==> src/rtl/mtr_drv_n.sv <==
// mtr_drv_n: slew-limited complementary PWM pairs with dead time (clk, rst_n, en, spd in; pwm1, pwm2, period_strobe, at_target out)
module mtr_drv_n #(
  parameter int NUM_CH = 2,
  parameter int SPD_W  = 11,
  parameter int DEAD   = 4,
  parameter int SLEW   = 16
) (
  input  logic                    clk,
  input  logic                    rst_n,
  input  logic                    en,
  input  logic [NUM_CH*SPD_W-1:0] spd,
  output logic [NUM_CH-1:0]       pwm1,
  output logic [NUM_CH-1:0]       pwm2,
  output logic                    period_strobe,
  output logic [NUM_CH-1:0]       at_target
);
  localparam logic [SPD_W-1:0] MID = {1'b1, {(SPD_W-1){1'b0}}};
  localparam logic [SPD_W-1:0] STP = SPD_W'(SLEW);
  localparam logic [SPD_W:0]   DW  = (SPD_W+1)'(DEAD);
  localparam logic [SPD_W:0]   SW  = (SPD_W+1)'(SLEW);
  logic [SPD_W-1:0] r_cnt;
  logic [SPD_W-1:0] r_duty [NUM_CH];
  logic [SPD_W-1:0] w_tgt  [NUM_CH];
  logic [SPD_W-1:0] w_nxt  [NUM_CH];
  logic [SPD_W:0]   w_diff [NUM_CH];
  logic [SPD_W:0]   w_mag  [NUM_CH];
  logic [NUM_CH-1:0] w_p1, w_p2, w_at;
  logic w_last;
  assign w_last = &r_cnt;
  for (genvar g = 0; g < NUM_CH; g++) begin : g_ch
    assign w_tgt[g]  = spd[g*SPD_W +: SPD_W] ^ MID;
    assign w_diff[g] = {1'b0, w_tgt[g]} - {1'b0, r_duty[g]};
    assign w_mag[g]  = w_diff[g][SPD_W] ? -w_diff[g] : w_diff[g];
    assign w_nxt[g]  = (SLEW == 0 || w_mag[g] <= SW) ? w_tgt[g] :
                       w_diff[g][SPD_W] ? r_duty[g] - STP : r_duty[g] + STP;
    assign w_p1[g]   = en && {1'b0, r_cnt} >= DW && {1'b0, r_cnt} < {1'b0, r_duty[g]};
    assign w_p2[g]   = en && {1'b0, r_cnt} >= {1'b0, r_duty[g]} + DW;
    assign w_at[g]   = en && r_duty[g] == w_tgt[g];
  end
  always_ff @(posedge clk or negedge rst_n)
    if (!rst_n) begin
      r_cnt         <= '0;
      period_strobe <= 1'b0;
      pwm1          <= '0;
      pwm2          <= '0;
      at_target     <= '0;
      for (int i = 0; i < NUM_CH; i++) r_duty[i] <= MID;
    end else begin
      r_cnt         <= r_cnt + 1'b1;
      period_strobe <= w_last;
      pwm1          <= w_p1;
      pwm2          <= w_p2;
      at_target     <= w_at;
      for (int i = 0; i < NUM_CH; i++) r_duty[i] <= !en ? MID : w_last ? w_nxt[i] : r_duty[i];
    end
endmodule

==> config.mk <==
export PLATFORM = sky130hd
export DESIGN_NAME = mtr_drv_n
export DESIGN_NICKNAME = d
export VERILOG_FILES = /design/src/rtl/mtr_drv_n.sv
export SDC_FILE = /design/constraint.sdc
export NUM_CORES = 1
export LEC_CHECK = 0
export CORE_MARGIN = 2
export CORE_UTILIZATION = 42
export DETAILED_ROUTE_END_ITERATION = 16
export DONT_BUFFER_PORTS = 1
export PLACE_DENSITY_LB_ADDON = 0.25
export SLEW_MARGIN = 20
export SYNTH_ARGS = -nofsm -noshare
export SYNTH_HDL_FRONTEND = slang
export SYNTH_SLANG_ARGS = --single-unit
==> constraint.sdc <==
create_clock -name clk -period 3.6 [get_ports clk]
set_clock_uncertainty 0.2 [all_clocks]
set_input_delay 0.54 -clock clk [delete_from_list [all_inputs] [get_ports clk]]
set_output_delay 0.54 -clock clk [all_outputs]
set_load 0.03 [all_outputs]
# Word-level counts from Yosys, hierarchy flattened
# Cells that the tools add are included.
# word_totals
reg_bits	40
latchBits	0
ramBits	0
romBits	0
in_bits	25
output_inout_bits	7
word_cells	48
mem_count	0
# classes
add_sub_neg	11
mul	0
n_div	0
magnitude_cmp	7
n_eq_ne	3
n_shift	0
muxes	10
bitwise	2
n_reduce_logical	8
# ops
operator	n
two-way mux 11 bit	8
adder 11 x 3 -> 12 bit (second input constant)	2
>= comparator 11 x 12 -> 1 bit	2
less-or-equal comparator 12 x 5 -> 1 bit (second input constant)	2
two-way mux 12 bit	2
negator 12 bit	2
subtractor 11 x 11 -> 12 bit	2
adder 11 x 5 -> 11 bit (second input constant)	2
== test 11 bit	2
< comparator 11 bit	2
subtractor 11 x 5 -> 11 bit (second input constant)	2
adder 11 x 1 -> 11 bit (second input constant)	1
>= comparator 11 x 3 -> 1 bit (second input constant)	1
AND reduction 11 bit	1
logical AND 1 bit	7
!= test 2 x 1 -> 1 bit (second input constant)	1
inverter 1 bit	2

# Depth between registers and ports, before layout
# logic_depth
ltp_word	8
mapped_depth	18

# Worst setup path after synthesis
# No wires, ideal clock.
# synth_path
path_type	input to register
startpoint	input port spd[17]
endpoint	register r_duty[10] (netlist bit)
t_arrival_ns	3.525
t_required_ns	3.316
slack_ns	-0.209
path_stages	16
path_buffers	1
path_cell_list	ha_1 buf_2 a21oi_2 o21ai_1 a21o_1 a221o_1 inv_2 ha_1 nor2b_1 o21ai_0 nand2b_1 a21o_1 a21oi_1 xnor2_1 a211oi_2 a311o_1
# synth_between
elab_chain_len	7
elab_cells_between_ends	8
classes_between	add/sub: 2; order compare: 1; mux: 5
# synth_rtl
item	line_no	text
start: declaration	11	input logic [NUM_CH*SPD_W-1:0] spd,
subtractor 11 x 11 -> 12 bit *	32	assign w_diff[g] = {1'b0, w_tgt[g]} - {1'b0, r_duty[g]};
negator 12 bit	33	assign w_mag[g] = w_diff[g][SPD_W] ? -w_diff[g] : w_diff[g];
two-way mux 12 bit	33	
less-or-equal comparator 12 x 5 -> 1 bit	34	assign w_nxt[g] = (SLEW == 0 || w_mag[g] <= SW) ? w_tgt[g] :
two-way mux 11 bit *	34	
two-way mux 11 bit * (2 in a row)	54	for (int i = 0; i < NUM_CH; i++) r_duty[i] <= !en ? MID : w_last ? w_nxt[i] : r_duty[i];
end: declaration	22	logic [SPD_W-1:0] r_duty [NUM_CH];
# Every way passes the cells marked *; elsewhere a longest branch is shown, timed or not. The select of a mux whose other input is x is not followed.
# A chain may end at the register's enable or synchronous reset.

# Worst setup path after layout
# layout_path
startpoint	register r_duty[11] (netlist bit)
endpoint	register r_duty[21] (netlist bit)
# layout_between
elab_chain_len	7
elab_cells_between_ends	10
classes_between	add/sub: 4; order compare: 1; mux: 5
# layout_rtl
item	line_no
subtractor 11 x 11 -> 12 bit	32
negator 12 bit	33
two-way mux 12 bit	33
less-or-equal comparator 12 x 5 -> 1 bit	34
two-way mux 11 bit *	34
two-way mux 11 bit * (2 in a row)	54
# Marked as above.

==> run_results.csv <==
group,metric,value,unit
status,outcome,"complete, but fails checks",
worst_setup_path,cp.required,3610,ps
grt,grt_pass1_wl,23100,um
sta,drv_slew,0,
floorplan,ios,32,
floorplan,floorplan.initialDensity,43.6,%
final_layout,design_area,6430,um2
worst_setup_path,setup.worst_path.start,"r_duty[11]",
worst_setup_path,reg2reg_slack,-7,ps
clock_network,clock_latency,290,ps
synth,synth_top_family_by_area,"compound AO/OA/AOI/OAI gates",
synth,synth_async_sr_flop_share,100,%
synth,synth-adder-area-share,21.0,%
min_path,hp-start,"en",
detailed_routing,viasPerCell,5.88,
synth,synthesis.nets,691,
floorplan,die-area,12800,um2
flow_run,max-cap-violations,0,
synth,synth_most_common_cell,"ha_1",
synth,synthMuxAreaShare,3.02,%
worst_setup_path,slowest_stage,"fa_2",
synth,netlist_area,5020,um2
worst_setup_path,crit_path_start_kind,"flip-flop",
synth,synth_warnings,0,
worst_setup_path,crit_end,"r_duty[21]",
detailed_routing,num_vias,4774,
detailed_routing,wl_per_cell,17.1,um
pwr,p_total,0.00128,W
sta,report.final.hold_viol_count,0,
grt,grt_pass1_vias,4667,
grt,grt_overflow_total,0,
clock_network,cts_sinks,40,
placed_design,place.gp.congestion,0.870,
pwr,p_clk_share,34.5,%
synth,ys_ff_latch,40,
synth,synth_edf_count,0,
floorplan,core_area,11500,um2
sta,rsz0062_at_grt,"yes",
worst_setup_path,critPathMaxStageDelay,500,ps
floorplan,dieWidth,113,um
sta,fin_crit,3610,ps
worst_setup_path,critPathMaxFanout,4,
placed_design,dpl_cell_area,5690,um2
final_layout,num_antenna_cells,0,
worst_setup_path,crit-reg2reg-launch,"r_duty[11]",
detailed_routing,drt_iter0_markers,318,
synth,synth_area_leaders,"ha_1 (19%), dfrtp_1 (19%), xnor2_1 (5.1%), inv_1 (3.1%), a21oi_1 (3.0%)",
sta,clock.fmax,277,MHz
detailed_routing,wirelength,13900,um
worst_setup_path,critPathCaptureType,"flip-flop",
pwr,leakage,2.82,nW
worst_setup_path,critPathBufInv,1,
sta,fin_tns_setup,-7.41,ps
worst_setup_path,path_delay_family,"simple AND/OR/NAND/NOR gates",
floorplan,rows,39,
pwr,vdd_ir_drop_max,0.174,mV
sta,setup_ws,-7.41,ps
placed_design,place_hpwl,10600,um
clock_network,cts_made_buffers,5,
clock_network,htreeDepth,2,
synth,synth_top_area_share,19.5,%
clock_network,cts-root-buf,"clkbuf_16",
final_layout,syn_to_final_growth,28.2,%
sta,worstMarginPinSlew,715,ps
placed_design,io_buffers,0,
detailed_routing,drc,0,
sta,slew_headroom,52.3,%
status,failed_checks,"setup timing",
worst_setup_path,arrival,3610,ps
grt,grt_max_degree,41,
synth,synth_common_cells,"ha_1 (78), inv_1 (42), dfrtp_1 (38)",
sta,finalSetupViolCount,1,
worst_setup_path,path_cells,"ha_4, fa_2, ha_4, and2_4, or4_4, mux2_4, o32ai_4, o2111ai_4, buf_6, or3_1, o2111ai_2",
synth,yosys.area.top_type,"ha_1",
synth,synth-simple-area-share,19.3,%
grt,antenna_found_initial,0,
pwr,powerDensity,200,nW/um2
sta,final.period_utilization,100,%
synth,synth_compound_area_share,24.0,%
synth,synth.avg_cell_area,8.59,um2
worst_setup_path,r2r_end,"r_duty[21]",
synth,syn_inst,584,
synth,synth-seq-area-share,20.0,%
floorplan,die_h,113,um
synth,synthXorXnorAreaFrac,7.83,%
worst_setup_path,r2r_cells,11,
pwr,p_switching,0.000396,W
detailed_routing,ant_nets,0,
pwr,power_frac_seq,35.4,%
detailed_routing,drt-pass1-iter-count,5,
synth,synthFlopType,"dfrtp_1",
pwr,p_int,0.000887,W
worst_setup_path,path_common_cell,"ha_4",
pwr,swShare,30.9,%
grt,grt_usage,21.8,%
clock_network,cts_tree,"done",
worst_setup_path,crit_cells,11,
clock_network,clk_path_buf_depth,2,
synth,yosysUniqueCellTypes,78,
worst_setup_path,worstSetupPathType,"flip-flop to flip-flop",
pwr,combinationalPowerShare,30.1,%
final_layout,fin_nets,775,
clock_network,cts.clk_slew.worst_paths,60,ps
final_layout,final_layout_size_suffix_gt1_share,27.4,%
min_path,min_path_type,"input port to flip-flop",
-- cells by family (layout without fill, tap and decap cells) --
kind of cell	count (synthesis)	after routing
flops	40	40
simple gates	179	179
xor+xnor	44	44
buf+inv	60	145
compound gates	164	164
mux	15	15
fa+ha+maj	82	82
-- final cells by class --
| class | instances | area (um2) |
|---|---|---|
| Fill cell | 1017 | 5080 |
| Sequential cell | 40 | 1000 |
| Inverter | 44 | 180 |
| Tap cell | 143 | 179 |
| Multi-Input combinational cell | 484 | 4180 |
| Clock inverter | 1 | 5.00 |
| Timing Repair Buffer | 93 | 753 |
| Clock buffer | 7 | 133 |
-- power groups by stage --
stage | Clock, W | Combinational [W] | Sequential (W)
floorplan | 0 | 0.000213 | 0.000462
global placement | 0 | 0.000290 | 0.000462
detailed placement | 0 | 0.000297 | 0.000462
CTS | 0.000453 | 0.000322 | 0.000454
global route | 0.000473 | 0.000424 | 0.000454
finish | 0.000443 | 0.000387 | 0.000454
-- what timing repair did --
action                                 4_1_cts  5_1_grt
setup endpoints to repair                   11       22
pin swaps                                    5       35
buffers inserted                             2       21
gates resized for setup                      4       69
endpoints found under the hold margin       40        0
cloned                                       0        1
hold buffers                                 2        0
-- worst min path at each step --
stage | cells past startpoint | to
floorplan | 0 | at_target[0]
global placement | 0 | pwm2[0]
detailed placement | 0 | r_duty[1]
CTS | 1 | r_duty[21]
global route | 1 | r_duty[21]
finish | 1 | r_duty[21]
-- sequential cells by signal, indices dropped and copies added, names as in the netlist --
signal,flops
at_target,2
pwm2,2
period_strobe,1
pwm1,2
r_duty,22
r_cnt,11
-- layout by cell type, fill, tap and decap left out, types with 14 or more instances in the layout --
cell type,count
a21o_1,19
a21oi_1,23
buf_4,85
dfrtp_1,37
ha_1,69
inv_1,38
mux2i_1,14
nand2_1,30
nand3_1,26
nor2_1,20
nor3_1,22
o21a_1,20
o21ai_0,21
xnor2_1,29
-- through the flow --
stage	setup WS [ps]	hold slack, ps	utilization [%]	std cells
2_1_floorplan	-18.1	44.4	-	584
3_3_place_gp	-142	45.9	49.4	778
3_5_place_dp	-188	45.7	49.4	778
4_1_cts	-2.33	152	51.3	790
5_1_grt	-103	155	55.8	812
6_report	-7.41	160	55.8	812
-- worst reg2reg max path, stage by stage, from the launching register on --
cell and delay [ps]:
dfrtp_2 440, ha_4 180, fa_2 500, ha_4 190, and2_4 130, or4_4 500
mux2_4 280, o32ai_4 290, o2111ai_4 210, buf_6 190, or3_1 320, o2111ai_2 90
-- metal layers --
layer | vias up | wire, um | share of wire, % | GRT usage (%)
li1 | 2348 | - | - | -
met1 | 2283 | 6850 | 49 | 32.2
met2 | 128 | 6220 | 45 | 33.7
met3 | 15 | 722 | 5.2 | 3.86
met4 | 0 | 133 | 0.96 | 4.07
met5 | - | 0 | 0 | 0
(Power assumes the default switching activity.)
